===== config.mk =====
export PLATFORM = sky130hd
export DESIGN_NAME = mem_io_bridge
export DESIGN_NICKNAME = d
export VERILOG_FILES = /design/src/rtl/mem_io_bridge.sv
export SDC_FILE = /design/constraint.sdc
export NUM_CORES = 1
export LEC_CHECK = 0
export CORE_ASPECT_RATIO = 1.4
export CORE_UTILIZATION = 49
export CTS_CLUSTER_SIZE = 20
export DETAILED_ROUTE_END_ITERATION = 16
export PLACE_DENSITY = 0.87
export SETUP_SLACK_MARGIN = 0.3
export SYNTH_ARGS = -nofsm -noshare
export SYNTH_HDL_FRONTEND = slang
export SYNTH_SLANG_ARGS = --single-unit

===== constraint.sdc =====
create_clock -name clk -period 13.25 [get_ports clk]
set_clock_uncertainty 0.1 [all_clocks]
set_input_delay 2.65 -clock clk [delete_from_list [all_inputs] [get_ports clk]]
set_output_delay 2.65 -clock clk [all_outputs]
set_load 0.05 [all_outputs]

===== src/rtl/mem_io_bridge.sv =====
// Load/store unit between the ALU stage and the word-wide data memory: decodes memory vs. MMIO,
// extracts/extends sub-word loads and turns byte/half stores into a 2-cycle read-modify-write.
module mem_io_bridge #(
    parameter logic [31:0] IO_BASE = 32'hFFFF_FC00,
    parameter int unsigned LED_W   = 16,
    parameter int unsigned SW_W    = 16
) (
    input  logic             clk,
    input  logic             rst,
    input  logic [31:0]      addr_in,
    input  logic             mRead,
    input  logic             mWrite,
    input  logic [2:0]       funct3,
    input  logic [31:0]      store_data,
    input  logic [31:0]      m_rdata,
    output logic             mem_read,
    output logic             mem_write,
    output logic [31:0]      mem_addr,
    output logic [31:0]      mem_wdata,
    output logic [31:0]      r_wdata,
    output logic             stall,
    output logic             misalign,
    input  logic [SW_W-1:0]  sw_in,
    input  logic             btn_in,
    output logic [LED_W-1:0] led_out,
    output logic [31:0]      seg_out
);

    typedef enum logic [0:0] {StIdle, StRmwWr} state_e;

    localparam logic [31:0] OffLed = 32'h00;
    localparam logic [31:0] OffSeg = 32'h04;
    localparam logic [31:0] OffSw  = 32'h10;
    localparam logic [31:0] OffBtn = 32'h14;

    state_e            state_q, state_d;
    logic [31:0]       merged_q, merged_d;
    logic [LED_W-1:0]  led_q, led_d;
    logic [31:0]       seg_q, seg_d;
    logic [SW_W-1:0]   sw_s1_q, sw_s2_q;
    logic              btn_s1_q, btn_s2_q, btn_prev_q;
    logic              btn_flag_q, btn_flag_d;

    logic        io_sel, mem_sel, size_ok, aligned, idle, ok_acc;
    logic        is_load, is_store, rmw_start, mem_sw, io_wr, io_rd;
    logic [31:0] io_off, io_rdata, mem_ldata;
    logic [7:0]  byte_v;
    logic [15:0] half_v;

    assign io_sel  = (addr_in >= IO_BASE);
    assign mem_sel = ~io_sel;
    assign io_off  = addr_in - IO_BASE;

    // funct3[1:0]: 00 byte, 01 half, otherwise word
    always_comb begin
        size_ok = (addr_in[1:0] == 2'b00);
        if (funct3[1:0] == 2'b00) begin
            size_ok = 1'b1;
        end else if (funct3[1:0] == 2'b01) begin
            size_ok = ~addr_in[0];
        end
    end

    assign aligned  = io_sel ? ((funct3 == 3'b010) && (addr_in[1:0] == 2'b00)) : size_ok;
    assign idle     = ~rst && (state_q == StIdle);
    assign ok_acc   = idle && aligned;
    assign is_store = mWrite;
    assign is_load  = mRead && !mWrite;

    assign rmw_start = ok_acc && mem_sel && is_store && !funct3[1];
    assign mem_sw    = ok_acc && mem_sel && is_store && funct3[1];
    assign io_wr     = ok_acc && io_sel && is_store;
    assign io_rd     = ok_acc && io_sel && is_load;

    assign byte_v = m_rdata[{addr_in[1:0], 3'b000} +: 8];
    assign half_v = m_rdata[{addr_in[1], 4'b0000} +: 16];

    always_comb begin
        unique case (funct3)
            3'b000:  mem_ldata = {{24{byte_v[7]}}, byte_v};
            3'b001:  mem_ldata = {{16{half_v[15]}}, half_v};
            3'b100:  mem_ldata = {24'b0, byte_v};
            3'b101:  mem_ldata = {16'b0, half_v};
            default: mem_ldata = m_rdata;
        endcase
    end

    always_comb begin
        io_rdata = 32'b0;
        if (io_off == OffLed) io_rdata = 32'(led_q);
        if (io_off == OffSeg) io_rdata = seg_q;
        if (io_off == OffSw)  io_rdata = 32'(sw_s2_q);
        if (io_off == OffBtn) io_rdata = {31'b0, btn_flag_q};
    end

    always_comb begin
        state_d    = rmw_start ? StRmwWr : StIdle;
        merged_d   = merged_q;
        led_d      = led_q;
        seg_d      = seg_q;
        btn_flag_d = btn_flag_q;
        if (rmw_start) begin
            merged_d = m_rdata;
            if (!funct3[0]) begin
                merged_d[{addr_in[1:0], 3'b000} +: 8] = store_data[7:0];
            end else begin
                merged_d[{addr_in[1], 4'b0000} +: 16] = store_data[15:0];
            end
        end
        if (io_wr && (io_off == OffLed)) led_d = store_data[LED_W-1:0];
        if (io_wr && (io_off == OffSeg)) seg_d = store_data;
        // A new edge wins over a clearing read so no press is lost
        if (btn_s2_q && !btn_prev_q) begin
            btn_flag_d = 1'b1;
        end else if (io_rd && (io_off == OffBtn)) begin
            btn_flag_d = 1'b0;
        end
    end

    always_ff @(posedge clk or posedge rst) begin
        if (rst) begin
            state_q    <= StIdle;
            merged_q   <= '0;
            led_q      <= '0;
            seg_q      <= '0;
            sw_s1_q    <= '0;
            sw_s2_q    <= '0;
            btn_s1_q   <= 1'b0;
            btn_s2_q   <= 1'b0;
            btn_prev_q <= 1'b0;
            btn_flag_q <= 1'b0;
        end else begin
            state_q    <= state_d;
            merged_q   <= merged_d;
            led_q      <= led_d;
            seg_q      <= seg_d;
            sw_s1_q    <= sw_in;
            sw_s2_q    <= sw_s1_q;
            btn_s1_q   <= btn_in;
            btn_s2_q   <= btn_s1_q;
            btn_prev_q <= btn_s2_q;
            btn_flag_q <= btn_flag_d;
        end
    end

    assign mem_addr  = {addr_in[31:2], 2'b00};
    assign mem_read  = idle && mem_sel && (mRead || rmw_start);
    assign mem_write = (~rst && (state_q == StRmwWr)) || mem_sw;
    assign mem_wdata = (state_q == StRmwWr) ? merged_q : store_data;
    assign stall     = rmw_start;
    assign misalign  = idle && (mRead || mWrite) && !aligned;
    assign r_wdata   = (ok_acc && is_load) ? (io_sel ? io_rdata : mem_ldata) : 32'b0;
    assign led_out   = led_q;
    assign seg_out   = seg_q;

endmodule


==> metrics.json, run 1 <==
{
  "clock_network": {
    "post-cts-setup-buffers": 0,
    "clock_tree.htree_level_count": 4,
    "cts-resized-gates": 0,
    "clkTransAtPathRegs_ns": 0.06,
    "cts_buffers": 17,
    "postCtsHoldBufs": 0,
    "cts_sinks": 117,
    "clk-insertion-delay-late_ns": 0.41,
    "clock_path_buffers": 2,
    "cts_root_buffer": "sky130_fd_sc_hd__clkbuf_16",
    "cts_tree": "done"
  },
  "floorplanning": {
    "die_width_um": 106,
    "coreArea_mm2": 0.0146,
    "ios": 268,
    "floorplan.rows": 52,
    "die_height_um": 148,
    "design.die.area_mm2": 0.0156,
    "floorplan.initialDensity_pct": 50.6
  },
  "placement": {
    "count_of_port_buffers_added_during_placement": 265,
    "globalplace.congestion": 0.964,
    "dpl_cell_area_mm2": 0.00990,
    "post-dp-hpwl_um": 17600
  },
  "timing": {
    "setup_total_negative_slack_ns": 0,
    "finalSetupViolations": 0,
    "slew_headroom_pct": 15.6,
    "fin_crit_ns": 9.93,
    "final_hold_violating_endpoints": 0,
    "unrepaired_setup_endpoints_after_global_routing": "no",
    "worst-slew-pin-transition_ns": 1.26,
    "slew_violations": 0,
    "clock.fmax_mhz": 101,
    "finalCritPeriodShare_pct": 74.9
  },
  "power": {
    "power.combinational.fraction_pct": 22.7,
    "netSwitchingPower_mw": 0.340,
    "p_leak_nw": 4.53,
    "seqPwrFrac_pct": 36.3,
    "power.density_mw_per_mm2": 104,
    "clock_power_share_pct": 41.0,
    "ir_drop_mv": 0.0682,
    "power.share.switching_pct": 31.3,
    "finalPower_mw": 1.09,
    "internal_power_mw": 0.748
  },
  "grt": {
    "grt_pass1_wl_um": 38200,
    "gr-usage-all-layers_pct": 31.3,
    "via_count_of_the_first_global_routing_pass": 6925,
    "grt_max_degree": 82,
    "antenna_found_initial": 0,
    "global_route.overflow_total": 0
  },
  "logic_synthesis": {
    "syn-cell-area_mm2": 0.00741,
    "synthFlopType": "sky130_fd_sc_hd__dfrtp_1",
    "yosys.cell_types.count": 59,
    "synth.top_cells.by_area": "sky130_fd_sc_hd__dfrtp_1 40%, sky130_fd_sc_hd__mux2_2 7.8%, sky130_fd_sc_hd__mux2i_1 6.3%, sky130_fd_sc_hd__mux2_4 6.1%, sky130_fd_sc_hd__a221oi_1 3.4%",
    "synth_seq_area_share_pct": 39.5,
    "post-synth-top-area-fraction_pct": 39.5,
    "syn_area_per_cell_um2": 10.1,
    "ys_async_sr_fraction_pct": 100,
    "synth-seq-cells": 117,
    "synth_area_leader_cell": "sky130_fd_sc_hd__dfrtp_1",
    "synth_cells": 734,
    "yosys_warnings": 0,
    "count_of_flip_flops_with_a_built_in_enable_after_synthesis": 0
  },
  "final_layout": {
    "area_growth_pct": 41.4,
    "n_antenna_cell": 0,
    "layout_commonest_cell": "sky130_fd_sc_hd__clkdlybuf4s50_1",
    "most-common-layout-cells": "263 x sky130_fd_sc_hd__clkdlybuf4s50_1, 117 x sky130_fd_sc_hd__dfrtp_1, 67 x sky130_fd_sc_hd__nand2_1, 51 x sky130_fd_sc_hd__mux2_2, 47 x sky130_fd_sc_hd__mux2i_1",
    "nNetsFinal": 1066,
    "drive_above_1_share_pct": 14.2,
    "post_route_standard_cell_area_excluding_fillers_mm2": 0.0105
  },
  "routing": {
    "routed_wire_length_per_instance_um": 21.2,
    "drt-initial-drc-count": 548,
    "drt_wl_total_um": 24300,
    "dr_total_vias": 6953,
    "ant_nets": 0,
    "drcViolationCount": 0,
    "drt_first_pass_iters": 6,
    "drt-vias-per-instance": 6.08
  },
  "critical_path": {
    "worst-endpoint-arrival_ns": 7.18,
    "crit_start": "addr_in[1]",
    "timing.critical_path.required_ns": 10.50,
    "worst_path_fanout_max": 53,
    "worst_r2r_startpoint": "state_q",
    "worst_setup_path_end_kind": "primary output",
    "crit_path_start_kind": "input port",
    "critical_path_type": "input port to primary output"
  },
  "status": {
    "outcome": "finished clean"
  },
  "min_path": {
    "source_of_the_worst_hold_timing_path": "sw_s1_q[15]",
    "hold_path.class": "flop to flop"
  },
  "flow_run": {
    "number_of_violations_of_the_max_capacitance_limit": 0
  }
}
-- power by group through the flow --
stage	combinational [mW]	clock (mW)	sequential, mW
2_1_floorplan	0.154	0	0.397
3_3_place_gp	0.240	0	0.400
3_5_place_dp	0.244	0	0.401
4_1_cts	0.246	0.450	0.395
5_1_grt	0.261	0.468	0.398
6_report	0.247	0.446	0.395
-- final timing paths --
kind                            depth (start not counted)  slack (ns)     endpoint
worst min-delay path                                    0        0.24  sw_s2_q[15]
worst max register to register                          4       10.55  seg_out[16]
min in group asynchronous                               2        2.62  seg_out[31]
max in group asynchronous                               3        9.06  led_out[14]
worst min register to register                          0        0.24  sw_s2_q[15]
worst max-delay path                                   12        3.32  r_wdata[16]
-- area by class of cell --
cell class                 instances  area, µm²
fill                            1103       4160
multi-input combinational        515       3950
sequential                       117       2930
timing repair buffer             277       2730
clock buffer                      18        429
tap                              189        236
clock inverter                    14        145
inverter                          13       51.3
-- worst max-delay path, stage by stage --
cell and delay (ns):
sky130_fd_sc_hd__buf_2 0.10, sky130_fd_sc_hd__buf_4 0.34, sky130_fd_sc_hd__inv_1 0.42, sky130_fd_sc_hd__ha_1 0.42, sky130_fd_sc_hd__or4b_2 0.61, sky130_fd_sc_hd__nor3_1 0.16
sky130_fd_sc_hd__o2111a_1 0.19, sky130_fd_sc_hd__nand4b_1 0.18, sky130_fd_sc_hd__nor4b_4 0.91, sky130_fd_sc_hd__nand2_1 0.15, sky130_fd_sc_hd__a21oi_1 0.18, sky130_fd_sc_hd__clkdlybuf4s50_1 0.83
-- state kept, by name (all words and copies together), names as in the netlist --
name        cells
state_q         1
btn_s2_q        1
led_out        16
btn_prev_q      1
btn_flag_q      1
sw_s1_q        16
sw_s2_q        16
merged_q       32
btn_s1_q        1
seg_out        32
-- cell families (layout without fill, tap and decap cells) --
group,Yosys count,count (layout),share of synthesized area (%)
AOI/OAI and AO/OA,223,223,21.0
xor gates and xnor gates,3,3,0.355
adders and majority gates,5,5,0.844
buffers and inverters,103,322,7.18
DFF,117,117,39.5
muxes,129,129,20.5
other,1,2,0.0506
and+or+nand+nor,153,153,10.6
-- synthesized netlist by cell type (2+ instances only) --
library cell	count
sky130_fd_sc_hd__dfrtp_1	117
sky130_fd_sc_hd__nand2_1	67
sky130_fd_sc_hd__mux2_2	51
sky130_fd_sc_hd__mux2i_1	47
sky130_fd_sc_hd__clkbuf_1	42
sky130_fd_sc_hd__o21ai_0	41
sky130_fd_sc_hd__a21oi_1	40
sky130_fd_sc_hd__buf_4	32
sky130_fd_sc_hd__a211oi_1	31
sky130_fd_sc_hd__mux2_4	30
sky130_fd_sc_hd__a21o_1	29
sky130_fd_sc_hd__a221oi_1	29
sky130_fd_sc_hd__nor2_1	24
sky130_fd_sc_hd__nand3_1	15
sky130_fd_sc_hd__buf_1	11
sky130_fd_sc_hd__inv_1	11
sky130_fd_sc_hd__a22oi_1	10
sky130_fd_sc_hd__a2bb2oi_1	8
sky130_fd_sc_hd__nand4_1	8
sky130_fd_sc_hd__nor3_1	8
sky130_fd_sc_hd__o22a_1	8
sky130_fd_sc_hd__o221ai_1	7
sky130_fd_sc_hd__o2bb2ai_1	7
sky130_fd_sc_hd__ha_1	5
sky130_fd_sc_hd__or3_1	5
sky130_fd_sc_hd__a31oi_1	3
sky130_fd_sc_hd__buf_6	3
sky130_fd_sc_hd__nor4_1	3
sky130_fd_sc_hd__a41oi_1	2
sky130_fd_sc_hd__and3_1	2
sky130_fd_sc_hd__and4_1	2
sky130_fd_sc_hd__buf_2	2
sky130_fd_sc_hd__clkinv_1	2
sky130_fd_sc_hd__nand2b_1	2
sky130_fd_sc_hd__nand3b_1	2
sky130_fd_sc_hd__nand4b_1	2
sky130_fd_sc_hd__or4_1	2
sky130_fd_sc_hd__or4b_1	2
sky130_fd_sc_hd__xor2_1	2
-- routing by layer --
layer | GRT usage (%) | up-vias | routed length, µm
met4 | 11.9 | 0 | 705
met1 | 38.4 | 3404 | 9600
li1 | - | 3152 | -
met5 | 0 | - | 0
met3 | 6.31 | 55 | 1620
met2 | 54.0 | 342 | 12400
-- per-stage QoR --
stage | util [%] | std cells | worst slack (ns) | hold WS, ns
3_3_place_gp | 67.6 | 1111 | 3.51 | 0.232
2_1_floorplan | - | 735 | 4.08 | 0.231
5_1_grt | 71.6 | 1143 | 3.00 | 0.251
4_1_cts | 71.6 | 1143 | 3.37 | 0.248
3_5_place_dp | 67.6 | 1111 | 3.37 | 0.236
6_report | 71.6 | 1143 | 3.32 | 0.244
Note: power is estimated with default switching activity, not from simulation.
==> run 2, diff against run 1 <==
--- a/config.mk
+++ b/config.mk
@@ -6,10 +6,10 @@
 export NUM_CORES = 1
 export LEC_CHECK = 0
 export CORE_ASPECT_RATIO = 1.4
-export CORE_UTILIZATION = 49
+export CORE_UTILIZATION = 41
 export CTS_CLUSTER_SIZE = 20
 export DETAILED_ROUTE_END_ITERATION = 16
-export PLACE_DENSITY = 0.87
+export PLACE_DENSITY = 0.77
 export SETUP_SLACK_MARGIN = 0.3
 export SYNTH_ARGS = -nofsm -noshare
 export SYNTH_HDL_FRONTEND = slang
==> constraint.sdc (replaced) <==
create_clock -name clk -period 8.4 [get_ports clk]
set_clock_uncertainty 0.1 [all_clocks]
set_input_delay 1.68 -clock clk [delete_from_list [all_inputs] [get_ports clk]]
set_output_delay 1.68 -clock clk [all_outputs]
set_load 0.05 [all_outputs]
==> metrics.json, run 2 (same netlist as run 1, synthesis figures left out) <==
{
  "final_layout": {
    "area_growth_pct": 42.8,
    "most-common-layout-cells": "247 x sky130_fd_sc_hd__clkdlybuf4s50_1, 117 x sky130_fd_sc_hd__dfrtp_1, 67 x sky130_fd_sc_hd__nand2_1, 51 x sky130_fd_sc_hd__mux2_2, 47 x sky130_fd_sc_hd__mux2i_1",
    "layout_commonest_cell": "sky130_fd_sc_hd__clkdlybuf4s50_1",
    "drive_above_1_share_pct": 16.1,
    "nNetsFinal": 1068,
    "fin_util_pct": 60.3,
    "final-instance-count-excl-fill": 1192,
    "n_antenna_cell": 0
  },
  "critical_path": {
    "worst_path_fanout_max": 17,
    "crit_path_start_kind": "input port",
    "crit_start": "addr_in[0]",
    "reg2reg_to": "led_out[11]",
    "endpoint": "r_wdata[20]",
    "critical_path_type": "input port to primary output",
    "worst_setup_path_end_kind": "primary output",
    "worst-endpoint-arrival_ns": 5.66,
    "regToRegSetupSlack_ns": 5.39,
    "ff2ff_path_depth": 6,
    "worst_r2r_startpoint": "state_q",
    "timing.critical_path.required_ns": 6.62
  },
  "power": {
    "seqPwrFrac_pct": 35.9,
    "p_leak_nw": 4.62,
    "power.share.switching_pct": 29.8,
    "clock_power_share_pct": 41.7,
    "power.density_mw_per_mm2": 164,
    "internal_power_mw": 1.22,
    "power.combinational.fraction_pct": 22.3,
    "netSwitchingPower_mw": 0.517,
    "finalPower_mw": 1.74,
    "ir_drop_mv": 0.120
  },
  "routing": {
    "ant_nets": 0,
    "drt-vias-per-instance": 5.75,
    "drt-initial-drc-count": 553,
    "drcViolationCount": 0,
    "drt_first_pass_iters": 5,
    "routed_wire_length_per_instance_um": 20.9,
    "dr_total_vias": 6854,
    "drt_wl_total_um": 25000
  },
  "floorplanning": {
    "ios": 268,
    "die_height_um": 161,
    "die_width_um": 116,
    "design.die.area_mm2": 0.0186,
    "coreArea_mm2": 0.0175,
    "floorplan.initialDensity_pct": 42.2,
    "floorplan.rows": 57
  },
  "min_path": {
    "min_path_cells": 0,
    "hold_path.class": "flop to flop"
  },
  "grt": {
    "antenna_found_initial": 0,
    "grt_max_degree": 71,
    "via_count_of_the_first_global_routing_pass": 6806,
    "global_route.overflow_total": 0,
    "gr-usage-all-layers_pct": 26.9,
    "grt_pass1_wl_um": 37800
  },
  "clock_network": {
    "clkTransAtPathRegs_ns": 0.06,
    "clk-insertion-delay-late_ns": 0.41,
    "postCtsHoldBufs": 0,
    "cts_buffers": 17,
    "cts_tree": "done",
    "post-cts-setup-buffers": 0,
    "cts_root_buffer": "sky130_fd_sc_hd__clkbuf_16",
    "clock_path_buffers": 2,
    "cts-resized-gates": 0,
    "clock_tree.htree_level_count": 4,
    "cts_sinks": 117
  },
  "placement": {
    "count_of_port_buffers_added_during_placement": 265,
    "globalplace.congestion": 0.960,
    "dp.cells": 1160,
    "pre_cts_slack_ns": 0.954,
    "post-dp-hpwl_um": 18300
  },
  "timing": {
    "final_hold_violating_endpoints": 0,
    "worst-slew-pin-transition_ns": 1.26,
    "slew_headroom_pct": 15.5,
    "unrepaired_setup_endpoints_after_global_routing": "no",
    "finalSetupViolations": 0,
    "fin_crit_ns": 7.44,
    "setup_total_negative_slack_ns": 0,
    "fin_ws_ns": 0.963,
    "slew_violations": 0,
    "clock.fmax_mhz": 134,
    "finalCritPeriodShare_pct": 88.5
  },
  "flow_run": {
    "number_of_violations_of_the_max_capacitance_limit": 0
  },
  "status": {
    "outcome": "finished clean"
  }
}
==> run 2: cell types whose count changed in the layout (fill, tap and decap cells not counted) <==
cell                              before  now
sky130_fd_sc_hd__inv_6                 5    3
sky130_fd_sc_hd__clkinvlp_4            3    2
sky130_fd_sc_hd__clkinv_2              0    2
sky130_fd_sc_hd__buf_4                12   27
sky130_fd_sc_hd__nor3_4                1    2
sky130_fd_sc_hd__buf_12                0    3
sky130_fd_sc_hd__clkdlybuf4s50_1     263  247
sky130_fd_sc_hd__nor3_2                1    0
sky130_fd_sc_hd__clkinv_4              3    4
sky130_fd_sc_hd__bufinv_16             1    2
sky130_fd_sc_hd__clkbuf_8              0    2
sky130_fd_sc_hd__inv_8                 2    0
sky130_fd_sc_hd__clkbuf_1              1    0
==> run 2: power by group through the flow <==
stage                     combinational (mW)  sequential [mW]  clock, mW
after global routing                   0.412            0.628      0.765
after CTS                              0.387            0.624      0.740
after detailed placement               0.386            0.633          0
final                                  0.388            0.624      0.725
after global placement                 0.381            0.632          0
after floorplan                        0.243            0.626          0
==> run 2: stage by stage <==
| step | hold slack (ns) | area, µm² |
|---|---|---|
| 2_1_floorplan | 0.231 | 7410 |
| 3_3_place_gp | 0.232 | 9980 |
| 3_5_place_dp | 0.235 | 9980 |
| 4_1_cts | 0.247 | 10600 |
| 5_1_grt | 0.247 | 10600 |
| 6_report | 0.243 | 10600 |
==> run 2: how the worst min path moves through the flow <==
stage | slack [ns] | startpoint | endpoint
after global placement | 0.23 | sw_s1_q[9] | sw_s2_q[9]
after CTS | 0.25 | sw_s1_q[0] | sw_s2_q[0]
after detailed placement | 0.23 | sw_s1_q[14] | sw_s2_q[14]
after global routing | 0.25 | sw_s1_q[0] | sw_s2_q[0]
after floorplan | 0.23 | btn_s1_q | btn_s2_q
final | 0.24 | sw_s1_q[0] | sw_s2_q[0]
==> run 2: layout make-up <==
class | count | area [µm²]
clock buffers | 19 | 453
well taps | 236 | 295
fillers | 1530 | 6970
flip-flops and latches | 117 | 2930
clock inverters | 13 | 146
inverters | 13 | 51.3
multi-input cells | 515 | 3960
repair buffers | 279 | 2750
==> run 2: critical path, cell delays in order <==
cell and delay (ns):
sky130_fd_sc_hd__clkdlybuf4s50_1 0.59, sky130_fd_sc_hd__inv_1 0.24, sky130_fd_sc_hd__ha_1 0.39, sky130_fd_sc_hd__or4b_2 0.61, sky130_fd_sc_hd__nor3_1 0.15, sky130_fd_sc_hd__o2111a_1 0.18, sky130_fd_sc_hd__nand4b_1 0.18, sky130_fd_sc_hd__nor4b_4 0.26
sky130_fd_sc_hd__buf_4 0.28, sky130_fd_sc_hd__nand2_1 0.08, sky130_fd_sc_hd__a21oi_1 0.15, sky130_fd_sc_hd__clkdlybuf4s50_1 0.83
==> run 2: routing by layer <==
metal  vias to the layer above  track usage (%)  routed length, µm  share of wire, %
met3                        32             5.85               1840               7.4
met1                      3350             32.2               9580                38
met2                       318             47.1              13000                52
li1                       3154                -                  -                 -
met5                         -                0                  0                 0
met4                         0             9.21                530               2.1
==> run 3, diff against run 2 <==
--- a/config.mk
+++ b/config.mk
@@ -5,6 +5,7 @@
 export SDC_FILE = /design/constraint.sdc
 export NUM_CORES = 1
 export LEC_CHECK = 0
+export CAP_MARGIN = 20
 export CORE_ASPECT_RATIO = 1.4
 export CORE_UTILIZATION = 41
 export CTS_CLUSTER_SIZE = 20
==> metrics.json, run 3 (same netlist as run 1, synthesis figures left out) <==
{
  "grt": {
    "via_count_of_the_first_global_routing_pass": 6806,
    "antenna_found_initial": 0,
    "grt_max_degree": 71,
    "global_route.overflow_total": 0,
    "gr-usage-all-layers_pct": 26.9,
    "grt_pass1_wl_um": 37800
  },
  "critical_path": {
    "cell_by_cell_trace_of_the_critical_path": "clkdlybuf4s50_1 > inv_1 > ha_1 > or4b_2 > nor3_1 > o2111a_1 > nand4b_1 > nor4b_4 > buf_4 > nand2_1 > a21oi_1 > clkdlybuf4s50_1",
    "timing.critical_path.required_ns": 6.62,
    "crit_path_start_kind": "input port",
    "timing.critical_path.slowest_cell_delay_ns": 0.83,
    "worst_setup_path_end_kind": "primary output",
    "worst_path_fanout_max": 17,
    "regToRegSetupSlack_ns": 5.40,
    "critical_path_type": "input port to primary output",
    "worst-endpoint-arrival_ns": 5.67,
    "worstPathBufferInverterCount": 4,
    "cpMaxStageDelayCell": "sky130_fd_sc_hd__clkdlybuf4s50_1",
    "path_delay_family": "buffers and inverters",
    "crit_path_frequent_cell": "sky130_fd_sc_hd__clkdlybuf4s50_1"
  },
  "floorplanning": {
    "ios": 268,
    "floorplan.initialDensity_pct": 42.2,
    "die_width_um": 116,
    "coreArea_mm2": 0.0175,
    "die_height_um": 161,
    "design.die.area_mm2": 0.0186,
    "floorplan.rows": 57
  },
  "timing": {
    "worst-slew-pin-transition_ns": 1.10,
    "slew_headroom_pct": 25.8,
    "finalSetupViolations": 0,
    "finalCritPeriodShare_pct": 88.6,
    "final_hold_violating_endpoints": 0,
    "setup_total_negative_slack_ns": 0,
    "fin_crit_ns": 7.45,
    "unrepaired_setup_endpoints_after_global_routing": "no",
    "clock.fmax_mhz": 134,
    "slew_violations": 0
  },
  "clock_network": {
    "cts-resized-gates": 0,
    "clkTransAtPathRegs_ns": 0.06,
    "clock_tree.htree_level_count": 4,
    "clk-insertion-delay-late_ns": 0.41,
    "cts_buffers": 17,
    "cts_sinks": 117,
    "clock_path_buffers": 2,
    "post-cts-setup-buffers": 0,
    "cts_tree": "done",
    "cts_root_buffer": "sky130_fd_sc_hd__clkbuf_16",
    "postCtsHoldBufs": 0
  },
  "routing": {
    "ant_nets": 0,
    "drt_first_pass_iters": 5,
    "routed_wire_length_per_instance_um": 21.0,
    "drt-vias-per-instance": 5.74,
    "drcViolationCount": 0,
    "drt_wl_total_um": 25000,
    "drt-initial-drc-count": 571,
    "dr_total_vias": 6852
  },
  "final_layout": {
    "sequential_cell_area_mm2": 0.00293,
    "drive_above_1_share_pct": 16.3,
    "layout_commonest_cell": "sky130_fd_sc_hd__clkdlybuf4s50_1",
    "n_antenna_cell": 0,
    "nNetsFinal": 1070,
    "multi_input_comb_area_mm2": 0.00396,
    "most-common-layout-cells": "247 x sky130_fd_sc_hd__clkdlybuf4s50_1, 117 x sky130_fd_sc_hd__dfrtp_1, 67 x sky130_fd_sc_hd__nand2_1, 51 x sky130_fd_sc_hd__mux2_2, 47 x sky130_fd_sc_hd__mux2i_1",
    "filler_cell_count": 1531,
    "final-instance-count-excl-fill": 1194,
    "area_growth_pct": 42.9
  },
  "flow_run": {
    "number_of_violations_of_the_max_capacitance_limit": 0
  },
  "power": {
    "power.density_mw_per_mm2": 164,
    "ir_drop_mv": 0.120,
    "p_leak_nw": 4.63
  },
  "placement": {
    "globalplace.congestion": 0.960,
    "dp.cells": 1160,
    "count_of_port_buffers_added_during_placement": 265,
    "post-dp-hpwl_um": 18300
  },
  "min_path": {
    "hold_path.class": "flop to flop"
  },
  "status": {
    "outcome": "finished clean"
  }
}
run 3: layout make-up:
cell class	instances	share of cell area [%]
multi-input combinational	515	37.4
sequential	117	27.6
clock inverter	13	1.38
timing repair buffer	281	26.0
tap	236	2.79
clock buffer	19	4.28
inverter	13	0.484
run 3: metal layers:
layer	vias up	share of wire, %	track usage (%)
met3	33	6.8	5.85
met4	0	2.2	9.21
met1	3350	39	32.2
li1	3157	-	-
met5	-	0	0
met2	312	52	47.1
run 3: worst register-to-register path, cell delays in order (launching register included):
cell and delay [ns]:
sky130_fd_sc_hd__dfrtp_1 0.36, sky130_fd_sc_hd__buf_4 0.28, sky130_fd_sc_hd__nor2_1 0.43, sky130_fd_sc_hd__nand2_1 0.10, sky130_fd_sc_hd__or3_1 0.40, sky130_fd_sc_hd__nor3_4 0.78
sky130_fd_sc_hd__mux2_2 0.44
run 3: worst paths after layout:
kind                            start           to  cells past startpoint
hold reg to reg            sw_s1_q[0]   sw_s2_q[0]                      0
min in group asynchronous         rst  seg_out[31]                      2
hold / removal             sw_s1_q[0]   sw_s2_q[0]                      0
setup reg to reg              state_q  led_out[11]                      6
max in group asynchronous         rst  merged_q[3]                      3
setup / recovery           addr_in[0]  r_wdata[20]                     12
run 3: stage by stage:
step                      util [%]  worst slack [ns]  cell area [µm²]  power [mW]  hold WS, ns
after floorplan                  -              1.17             7410       0.869        0.231
after global placement        56.9              1.06             9980        1.01        0.232
after detailed placement      56.9             0.954             9980        1.02        0.235
after CTS                     60.3             0.944            10600        1.75        0.247
after global routing          60.4             0.615            10600        1.81        0.247
final                         60.4             0.954            10600        1.74        0.243
run 3: power by group:
part	leakage (nW)	total (mW)	internal (mW)	switching, mW
clock network	0.290	0.726	0.455	0.271
registers	1.50	0.624	0.604	0.0201
logic	2.84	0.389	0.160	0.228
